`src/rtl/tcb_pkg.sv`:
```
// tcb_pkg: types and helpers shared by TCB interconnect blocks.
//   rsp_ent_t    : response pipeline entry {valid, idx}, idx sized for up to PN_MAX ports
//   prio_search  : cyclic priority search starting at a pointer
// Used by tcb_arb (optional round-robin macro: TCB_ARB_ROUND_ROBIN_EN) and tcb_arb_rsp.
package tcb_pkg;

   localparam int unsigned IDX_W_MAX = 5;
   localparam int unsigned PN_MAX    = 32;

   typedef struct packed {
      logic                 valid;
      logic [IDX_W_MAX-1:0] idx;
   } rsp_ent_t;

   // First set bit of vld at or after ptr, wrapping pn-1 -> 0; returns 0 when none is set.
   function automatic logic [IDX_W_MAX-1:0] prio_search(
      input logic [PN_MAX-1:0]    vld,
      input logic [IDX_W_MAX-1:0] ptr,
      input int unsigned          pn
   );
      logic              found;
      int unsigned       idx;
      logic [PN_MAX-1:0] sh;
      prio_search = '0;
      found       = 1'b0;
      for (int unsigned k = 0; k < PN_MAX; k++) begin
         idx = 32'(ptr) + k;
         if (idx >= pn) idx = idx - pn;
         sh = vld >> idx;
         if ((k < pn) && !found && sh[0]) begin
            found       = 1'b1;
            prio_search = IDX_W_MAX'(idx);
         end
      end
   endfunction

endpackage

```
`src/rtl/tcb_arb_rsp.sv`:
```
// tcb_arb_rsp: DLY-deep pipeline of {transfer, port index} that routes the
// manager error response back to the port that issued the transfer.
//   clk, rst (async, active-low)
//   xfer    : transfer accepted on the manager port this cycle
//   idx     : port index of that transfer
//   man_err : error from the shared resource (valid DLY cycles after a transfer)
//   sub_err : error routed to the issuing port only
module tcb_arb_rsp
   import tcb_pkg::*;
#(
   parameter int unsigned PN  = 2,
   parameter int unsigned IW  = $clog2(PN),
   parameter int unsigned DLY = 1
)(
   input  logic          clk,
   input  logic          rst,
   input  logic          xfer,
   input  logic [IW-1:0] idx,
   input  logic          man_err,
   output logic [PN-1:0] sub_err
);

   rsp_ent_t ent_in;
   rsp_ent_t r;

   assign ent_in = '{valid: xfer, idx: IDX_W_MAX'(idx)};

   // Output stage: current transfer for DLY=0, otherwise the last pipeline stage.
   generate
      if (DLY == 0) begin : g_comb
         assign r = ent_in;
      end else begin : g_pipe
         rsp_ent_t [DLY-1:0] stg;

         always_ff @(posedge clk or negedge rst) begin
            if (!rst) begin
               stg <= '0;
            end else begin
               stg[0] <= ent_in;
               for (int unsigned k = 1; k < DLY; k++) begin
                  stg[k] <= stg[k-1];
               end
            end
         end

         assign r = stg[DLY-1];
      end
   endgenerate

   // Error decode; indices >= PN never match.
   always_comb begin
      sub_err = '0;
      for (int unsigned i = 0; i < PN; i++) begin
         sub_err[i] = man_err & r.valid & (r.idx == IDX_W_MAX'(i));
      end
   end

endmodule

```
`src/rtl/tcb_arb.sv`:
```
// tcb_arb: shares one TCB manager port between PN requester ports.
// Request path is combinational; a stalled request locks the grant until it
// completes; responses are routed back in issue order after DLY cycles.
// Optional macro TCB_ARB_ROUND_ROBIN_EN: round-robin grant instead of fixed priority.
//   clk, rst (async, active-low)
//   sub_vld/wen/adr/ben/wdt : per-port requests
//   sub_rdt/err/rdy         : per-port responses
//   man_vld/wen/adr/ben/wdt : merged request to the shared resource
//   man_rdt/err/rdy         : response from the shared resource
module tcb_arb
   import tcb_pkg::*;
#(
   parameter int unsigned AW  = 32,
   parameter int unsigned DW  = 32,
   parameter int unsigned BW  = DW/8,
   parameter int unsigned PN  = 2,
   parameter int unsigned DLY = 1,
   parameter int unsigned IW  = $clog2(PN)
)(
   input  logic                   clk,
   input  logic                   rst,
   input  logic [PN-1:0]          sub_vld,
   input  logic [PN-1:0]          sub_wen,
   input  logic [PN-1:0][AW-1:0]  sub_adr,
   input  logic [PN-1:0][BW-1:0]  sub_ben,
   input  logic [PN-1:0][DW-1:0]  sub_wdt,
   output logic [PN-1:0][DW-1:0]  sub_rdt,
   output logic [PN-1:0]          sub_err,
   output logic [PN-1:0]          sub_rdy,
   output logic                   man_vld,
   output logic                   man_wen,
   output logic [AW-1:0]          man_adr,
   output logic [BW-1:0]          man_ben,
   output logic [DW-1:0]          man_wdt,
   input  logic [DW-1:0]          man_rdt,
   input  logic                   man_err,
   input  logic                   man_rdy
);

   logic          lock;
   logic          lock_nxt;
   logic [IW-1:0] lock_idx;
   logic [IW-1:0] lock_idx_nxt;
   logic [IW-1:0] pick;
   logic [IW-1:0] g;
   logic          xfer;

`ifdef TCB_ARB_ROUND_ROBIN_EN
   logic [IW-1:0] ptr;

   assign pick = IW'(prio_search(PN_MAX'(sub_vld), IDX_W_MAX'(ptr), PN));

   // Pointer moves just past the port that completed a transfer.
   always_ff @(posedge clk or negedge rst) begin
      if (!rst) begin
         ptr <= '0;
      end else if (xfer) begin
         ptr <= (g == IW'(PN-1)) ? '0 : IW'(g + IW'(1));
      end
   end
`else
   assign pick = IW'(prio_search(PN_MAX'(sub_vld), '0, PN));
`endif

   // A held lock overrides arbitration so a stalled request is never replaced.
   assign g    = lock ? lock_idx : pick;
   assign xfer = man_vld & man_rdy;

   // Request mux
   assign man_vld = |sub_vld;
   assign man_wen = sub_wen[g];
   assign man_adr = sub_adr[g];
   assign man_ben = sub_ben[g];
   assign man_wdt = sub_wdt[g];

   always_comb begin
      sub_rdy    = '0;
      sub_rdy[g] = man_rdy;
   end

   // Read data is broadcast; only err needs routing.
   assign sub_rdt = {PN{man_rdt}};

   // Lock: set on a stall, cleared when the locked transfer completes or its vld drops.
   always_comb begin
      lock_nxt     = lock;
      lock_idx_nxt = lock_idx;
      if (lock) begin
         if (man_rdy || !sub_vld[lock_idx]) lock_nxt = 1'b0;
      end else if (man_vld && !man_rdy) begin
         lock_nxt     = 1'b1;
         lock_idx_nxt = g;
      end
   end

   always_ff @(posedge clk or negedge rst) begin
      if (!rst) begin
         lock     <= 1'b0;
         lock_idx <= '0;
      end else begin
         lock     <= lock_nxt;
         lock_idx <= lock_idx_nxt;
      end
   end

   tcb_arb_rsp #(
      .PN  (PN),
      .IW  (IW),
      .DLY (DLY)
   ) u_rsp (
      .clk     (clk),
      .rst     (rst),
      .xfer    (xfer),
      .idx     (g),
      .man_err (man_err),
      .sub_err (sub_err)
   );

endmodule

```
`config.mk`:
```
export PLATFORM = sky130hd
export DESIGN_NAME = tcb_arb
export DESIGN_NICKNAME = d
export VERILOG_FILES = /design/src/rtl/tcb_pkg.sv /design/src/rtl/tcb_arb_rsp.sv /design/src/rtl/tcb_arb.sv
export SDC_FILE = /design/constraint.sdc
export NUM_CORES = 1
export LEC_CHECK = 0
export BUFFER_PORTS_ARGS = -buffer_cell sky130_fd_sc_hd__buf_2
export CELL_PAD_IN_SITES_DETAIL_PLACEMENT = 0
export CELL_PAD_IN_SITES_GLOBAL_PLACEMENT = 1
export CORE_AREA = 2 2 122 124
export CTS_BUF_LIST = sky130_fd_sc_hd__clkbuf_2
export DETAILED_ROUTE_END_ITERATION = 16
export DIE_AREA = 0 0 124 126
export GPL_TIMING_DRIVEN = 0
export PLACE_DENSITY = 0.71
export SYNTH_ARGS = -nofsm -noshare
export SYNTH_HDL_FRONTEND = slang
export SYNTH_SLANG_ARGS = --single-unit
```
`constraint.sdc`:
```
create_clock -name clk -period 1.8 [get_ports clk]
set_clock_uncertainty 0.2 [all_clocks]
set_input_delay 0.09 -clock clk [delete_from_list [all_inputs] [get_ports clk]]
set_output_delay 0.09 -clock clk [all_outputs]
set_load 0.02 [all_outputs]
```
# [After elaboration in Yosys (flattened, before gate mapping)]
# Index checks and enable logic that the tools add are counted.
[totals] wordCells=41 ff_bits=4 input_bits=176
[op_classes] n_mux=18 bitwise=6 magnitude_cmp=3 n_reduce_logical=10
[ops] cell="32-bit two-way mux" count=4
[ops] cell="1-bit two-way mux" count=11
[ops] cell="4-bit two-way mux" count=2
[ops] cell="5-bit logical NOT" count=1
[ops] cell="1-bit AND" count=4
[ops] cell="1-bit by 2-bit < comparator with 1-bit output, second input constant" count=2
[ops] cell="1-bit logical AND" count=3
[ops] cell="1-bit logical NOT" count=3
[ops] cell="2-bit AND" count=1
[ops] cell="2-bit AND reduction" count=1
[ops] cell="2-bit OR reduction" count=1
[ops] cell="1-bit demux with 1-bit select" count=1
[ops] cell="1-bit >= comparator, second input constant" count=1
[ops] cell="1-bit logical OR" count=1
[ops] cell="1-bit inverter" count=1

# [Longest topological paths before layout]
# Gate-level depths: netlist (run 1).
[logic_depth] depth_word=10 ltp_mapped=4

# [Cells and area by module]
# A second synthesis (run 1) with hierarchy kept.
[unflattened] cells_unflattened=160 area_unflattened_um2=1541.5
[modules_own_cells] module="tcb_arb" cells_per_inst=156 n_inst=1 area_per_inst_um2=1475.2 seq_area_each_um2=50.0
[modules_own_cells] module="tcb_arb_rsp" cells_per_inst=4 n_inst=1 area_per_inst_um2=66.3 seq_area_each_um2=50.0

# [Worst setup path after synthesis (run 1)]
# No wires, ideal clock.
[synth_path] path_type="flip-flop to output port" from="reg lock" to="out man_adr[0]" t_required_ps=1510 path_stages_with_launch=5 arrival_time_ps=1347 setup_slack_ps=163 path_cell_list="dfrtp_1 -> nor3b_2 -> a21oi_4 -> buf_6 -> mux2_2"
[synth_via] elab_chain_cells=3
[synth_lines] element="start, declared" line="tcb_arb.sv:40" text="logic lock;"
[synth_lines] element="start signal, assigned" line="tcb_arb.sv:101" text="lock <= lock_nxt;"
[synth_lines] element="1-bit two-way mux" line="tcb_arb.sv:66" text="assign g = lock ? lock_idx : pick;"
[synth_lines] element="32-bit two-way mux (not written as such) (2 in series)" line="tcb_arb.sv:72" text="assign man_adr = sub_adr[g];"
[synth_lines] element="end, declared" line="tcb_arb.sv:32" text="output logic [AW-1:0] man_adr,"
# Every way passes these cells. The select of a mux whose other input is x is not followed.

# [Worst setup path in the final report (run 1)]
[layout_path] from="reg lock" to="out man_adr[8]"
# Same word-level chain as after synthesis.

==> results of run 1 <==
==> what timing repair did <==
item | CTS | global route
cloned | 0 | 1
endpoints found under the hold margin | 7 | 0
buffers inserted | 4 | 0
gates resized for setup | 21 | 32
hold buffers | 4 | 0
pin swaps | 0 | 1
setup endpoints to repair | 71 | 71
==> cells in the final DEF, fill, tap and decap left out, types with 2 or more instances in the layout <==
| master | n |
|---|---|
| a21oi_1 | 3 |
| buf_12 | 2 |
| buf_2 | 251 |
| buf_4 | 83 |
| buf_6 | 19 |
| clkbuf_2 | 3 |
| dfrtp_1 | 3 |
| dlygate4sd3_1 | 4 |
| mux2_2 | 62 |
| mux2_4 | 7 |
| nand2_1 | 2 |
| nor2_1 | 3 |
==> per-layer routing <==
| metal | track usage | share of wire | up-vias |
|---|---|---|---|
| li1 | - | - | 1081 |
| met1 | 0.0802 | 0.34 | 947 |
| met2 | 0.159 | 0.55 | 156 |
| met3 | 0.0113 | 0.10 | 4 |
| met4 | 0.0152 | 0.0044 | 0 |
| met5 | 0 | 0 | - |
==> critical path, cell delays in order (launching register included) <==
cell,delay (ns)
dfrtp_2,0.44
nor3b_4,0.23
a21oi_4,0.05
buf_12,0.16
buf_6,0.15
mux2_2,0.29
buf_2,0.16
==> cell usage after synthesis <==
cell,count
a21oi_4,1
a21oi_1,3
or2_2,1
and2_1,2
mux2_4,7
inv_1,1
buf_6,7
nor3b_2,1
or2b_1,1
mux2_2,62
nor2b_1,1
dfrtp_1,4
nor2_1,3
and3_1,1
nor3_1,1
buf_4,64
nand2_1,2
==> worst max path at each step <==
stage	slack (ns)	end	depth (start not counted)
final	-0.20	man_adr[8]	6
after global routing	-0.26	man_adr[8]	6
after CTS	-0.20	man_wdt[16]	6
after detailed placement	-0.27	man_adr[19]	5
after global placement	-0.31	man_adr[19]	5
after floorplan	0.16	man_adr[0]	4
==> cells by family after synthesis <==
| kind of cell | count (synthesis) |
|---|---|
| buffers and inverters | 72 |
| flip-flops | 4 |
| AND/OR/NAND/NOR | 13 |
| multiplexers | 69 |
| AO/OA/AOI/OAI | 4 |
==> registers in the layout, indices dropped and copies added, names as in the netlist <==
name	cells
u_rsp.g_pipe.stg	2
lock_idx	1
lock	1
==> final cells by class <==
cell class | instances | area (um2)
fillers | 1580 | 10800
repair buffers | 290 | 1640
multi-input cells | 86 | 926
plain buffers | 71 | 572
well taps | 184 | 230
flip-flops and latches | 4 | 101
clock buffers | 3 | 15.0
inverters | 1 | 3.75
==> stage by stage <==
stage	std cells	setup WS [ns]	cell area, um2	utilization
3_3_place_gp	627	-0.306	3210	0.224
3_5_place_dp	627	-0.273	3210	0.224
2_1_floorplan	162	0.163	1570	-
5_1_grt	639	-0.257	3490	0.244
4_1_cts	638	-0.202	3370	0.235
6_report	639	-0.197	3490	0.244
==> report_power, final <==
group	internal, mW	switching, mW	leakage (nW)
combinational	0.728	0.666	1.93
clock	0.0448	0.0367	0.0125
sequential	0.101	0.0112	0.0482
total	0.874	0.714	1.99
==> impl_metrics.json, run 1 <==
{
  "arrival_ns": 1.71,
  "hp-class": "in -> async",
  "setup-tns-final_ns": -10.97,
  "syn_area_um2": 1570,
  "synth_cell_types": 17,
  "cts.sinks": 4,
  "syn_inst": 162,
  "diodes": 0,
  "r2r_start": "lock",
  "cp-end-kind": "output pin",
  "first_pass_iters": 4,
  "yosysTopAreaCell": "mux2_2",
  "violations": "setup timing",
  "cts_tree": "done",
  "io_buffers": 281,
  "synth.top_cell.area_share": 0.444,
  "rsz0062_at_grt": "true",
  "max_freq_mhz": 501,
  "drtIter0Drc": 41,
  "syn_avg_cell_area_um2": 9.71,
  "die_w_um": 124,
  "boundaryPins": 314,
  "dieArea_um2": 15600,
  "setup.worst_path.start": "lock",
  "startpoint_type": "register",
  "finalCritPeriodShare": 1.11,
  "total_power_mw": 1.59,
  "netlist_top_cells_area": "mux2_2 44%, buf_4 31%, mux2_4 6.7%",
  "synth_nets": 338,
  "clock_latency_ns": 0.21,
  "p_leak_nw": 1.99,
  "grt_start_max_net_pins": 11,
  "finalHoldViolCount": 0,
  "remaining_drc_errors": 0,
  "worstSetupPathType": "reg -> out",
  "ys_seq_elements": 4,
  "areaGrowthSynthToFinish_pct": 122,
  "slew_headroom": 0.881,
  "cts.htree.levels": 1,
  "vias_per_cell": 3.42,
  "min_period_ns": 2.00,
  "grt_pass1_wl_mm": 9.53,
  "grt.overflow.total": 0,
  "status": "finished with violations",
  "drive_gt1_frac": 0.956,
  "setup_viol": 70,
  "r2r_cells": 5,
  "clockBufferDepth": 2,
  "fp.dieH_um": 126,
  "hpwlAfterDp_mm": 6.05,
  "cts_buffers": 3,
  "synthSimpleGateAreaFrac": 0.0477,
  "ys_seq_area_frac": 0.0636,
  "wl_mm": 6.99,
  "num_rows": 44,
  "p_per_area_nw_per_um2": 455,
  "cap_violations": 0,
  "synth-xor-area-share": 0,
  "cp.required_ns": 1.51,
  "core_area_um2": 14300,
  "clock-root-buffer": "clkbuf_2",
  "ant_nets": 0,
  "yosysWarnings": 0,
  "synth_top_family_by_area": "multiplexers",
  "synth.area.mux_share": 0.511,
  "r2r_end": "u_rsp.g_pipe.stg[0]",
  "wl_per_cell_um": 10.9,
  "antenna_found_initial": 0,
  "rrSetupSlack_ns": 0.44,
  "tightestPinTransition_ns": 0.179,
  "final.setup.worst_slack_ns": -0.197,
  "gp_congestion": 0.760,
  "maxSlewViolCount": 0,
  "synth_compound_area_frac": 0.0199,
  "layout.nets": 633,
  "vias": 2188,
  "path_clk_slew_ns": 0.05,
  "synth_adder_area_share": 0,
  "path_max_fanout": 10,
  "grt_pass1_vias": 2032,
  "start_util": 0.110,
  "gr-usage-all-layers": 0.0773,
  "peakVddDrop_uv": 111,
  "hold_slack_ns": 0.0191
}
(Power assumes the default switching activity.)
==> inputs of run 2 (changes only) <==
Settings changed: ABC_AREA from default to 1, CORE_AREA 2 2 122 124 to default, CORE_ASPECT_RATIO from default to 0.6, CORE_MARGIN from default to 2, CORE_UTILIZATION from default to 14, DIE_AREA 0 0 124 126 to default, PLACE_DENSITY 0.71 to 0.87, SYNTH_HIERARCHICAL from default to 1.
==> run 2 against run 1 <==
  * The run now ends clean
  * Via count up 36%
  * Clock-buffer cell count unchanged
  * Final cell count up 23%
  * Non-clock buffer count up 18
  * Largest power group unchanged
==> impl_metrics.json, run 2 <==
{
  "r2r_start": "lock",
  "grt.overflow.total": 0,
  "largest_register_ffs": 2,
  "finalHoldViolCount": 0,
  "start_util": 0.144,
  "busiest_layer": "met2",
  "die_w_um": 148,
  "yosysTopAreaCell": "nand2_1",
  "grt_pass1_wl_mm": 13.5,
  "grtUsageMet1": 0.180,
  "arrival_ns": 1.49,
  "grt_pass1_vias": 2609,
  "cts.htree.levels": 1,
  "multi_input_area_um2": 1120,
  "drive_gt1_frac": 0.688,
  "vias_per_cell": 3.81,
  "nFillCells": 1351,
  "ys.flop_type": "dfrtp_1",
  "remaining_drc_errors": 0,
  "worstSetupPathType": "reg -> out",
  "hold_slack_ns": 0.0172,
  "core_area_um2": 12100,
  "dieArea_um2": 13400,
  "yosysWarnings": 6,
  "maxSlewViolCount": 0,
  "instances_no_fill": 784,
  "gp_congestion": 0.828,
  "syn_inst": 322,
  "setup.worst_path.start": "lock",
  "place_inst": 768,
  "setup_viol": 0,
  "slew_headroom": 0.854,
  "total_power_mw": 2.02,
  "rsz0062_at_grt": "true",
  "hpwlAfterDp_mm": 7.79,
  "synth-edff-count": 0,
  "clockBufferDepth": 2,
  "top_register": "u_rsp/g_pipe.stg",
  "gr-usage-all-layers": 0.124,
  "slowest_delay_ns": 0.40,
  "syn_area_um2": 1740,
  "synth.most_common_cell": "nand2_1",
  "tightestPinTransition_ns": 0.219,
  "path_cells": "inv_2, nand3_4, nand2_8, buf_12, clkbuf_16, nand2_2, nand2_2, buf_6",
  "boundaryPins": 314,
  "synth_cell_types": 15,
  "drtIter0Drc": 153,
  "synth_nets": 498,
  "final_common_cell": "buf_2",
  "areaGrowthSynthToFinish_pct": 122,
  "largestRegisters": "u_rsp/g_pipe.stg x2, lock x1, lock_idx x1",
  "syn_avg_cell_area_um2": 5.42,
  "ys_seq_elements": 4,
  "final.setup.worst_slack_ns": 0.0163,
  "dp_slack_ns": 0.112,
  "startpoint_type": "register",
  "clock-root-buffer": "clkbuf_2",
  "cap_violations": 0,
  "min_period_ns": 1.78,
  "ys_seq_area_frac": 0.0574,
  "cp.required_ns": 1.51,
  "p_leak_nw": 2.42,
  "diodes": 0,
  "p_per_area_nw_per_um2": 522,
  "wl_mm": 9.72,
  "synth.top_cell.area_share": 0.314,
  "clock_latency_ns": 0.20,
  "peakVddDrop_uv": 276,
  "vias": 2985,
  "seq_area_um2": 100,
  "grt_use_met3": 0.0101,
  "grt_start_max_net_pins": 11,
  "layout_common_cells": "251 x buf_2, 105 x nand2_1, 85 x buf_4",
  "netlist_top_cells_area": "nand2_1 31%, buf_4 28%, nand3_1 20%",
  "ys_async_sr_fraction": 1.00,
  "max_freq_mhz": 561,
  "cpMostUsedCell": "nand2_2",
  "cts_buffers": 3,
  "wl_per_cell_um": 12.4,
  "ant_nets": 0,
  "hp-class": "in -> async",
  "finalCritPeriodShare": 0.991,
  "layout.nets": 797,
  "cts_tree": "done",
  "path_max_fanout": 6,
  "status": "completed",
  "cpMaxStageDelayCell": "dfrtp_1",
  "first_pass_iters": 4,
  "path_clk_slew_ns": 0.04,
  "crit_buf_inv": 4,
  "cts.sinks": 4,
  "num_rows": 31,
  "antenna_found_initial": 1,
  "utilization": 0.320,
  "fp.dieH_um": 90.5,
  "cp-end-kind": "output pin",
  "grt_use_met2": 0.206,
  "io_buffers": 281,
  "cpLargestDelayFamily": "buffers and inverters",
  "synth_top_cells_by_count": "146 x nand2_1, 70 x nand3_1, 65 x buf_4, 14 x buf_2, 7 x nor2_1"
}
run 2: cell types whose count changed after synthesis, sizes merged, moves of 4 or more:
cell   delta
nand2   +146
inv       +4
buf      +14
mux2     -69
nand3    +71
nor2      +4
run 2: metrics by stage:
step           cell area (um2)  setup TNS (ns)
2_1_floorplan             1740               0
3_3_place_gp              3360               0
3_5_place_dp              3360               0
4_1_cts                   3610          -0.359
5_1_grt                   3870           -3.15
6_report                  3870               0
run 2: per-layer routing:
metal	up-vias	part of all wire
met3	2	0.049
met4	0	0.0017
met2	106	0.47
met1	1328	0.48
met5	-	0
li1	1549	-
run 2: worst paths after layout:
check	end	slack, ns	cells past startpoint
max in group asynchronous	lock_idx	1.26	2
worst min register to register	lock_idx	0.39	2
worst min-delay path	u_rsp/g_pipe.stg[5]	0.02	2
worst max-delay path	man_wdt[29]	0.02	8
worst max register to register	lock	0.13	6
min in group clk	lock	0.11	4
run 2: worst register-to-register path: cells and delay by family, from the launching register on:
kind / cells / cell delay, ns
buffers and inverters: 3 / 0.78
DFF: 1 / 0.39
AOI/OAI and AO/OA: 1 / 0.09
and+or+nand+nor: 2 / 0.14
run 2: layout make-up:
| type | count | share of cell area |
|---|---|---|
| repair buffers | 298 | 0.462 |
| multi-input cells | 228 | 0.290 |
| plain buffers | 81 | 0.161 |
| well taps | 165 | 0.0533 |
| flip-flops and latches | 4 | 0.0258 |
| inverters | 5 | 0.00484 |
| clock buffers | 3 | 0.00387 |
run 2: logic make-up (layout without fill, tap and decap cells):
kind of cell | after synthesis | after routing | share of synthesized area
AO/OA/AOI/OAI | 2 | 2 | 0.00717
AND/OR/NAND/NOR | 226 | 226 | 0.555
buffers and inverters | 90 | 387 | 0.380
flip-flops | 4 | 4 | 0.0574
run 2: power breakdown:
| group | internal [mW] | switching (mW) | total (mW) |
|---|---|---|---|
| clock | 0.0447 | 0.0346 | 0.0793 |
| combinational | 0.822 | 1.00 | 1.83 |
| sequential | 0.103 | 0.0152 | 0.119 |
| total | 0.971 | 1.05 | 2.02 |
run 2: timing repair:
action	in CTS	in global routing
hold endpoints to repair	6	0
gates cloned	0	2
pin swaps	1	11
resized for setup	48	81
endpoints found under the setup margin	70	70
buffers inserted	10	0
hold buffers	5	0
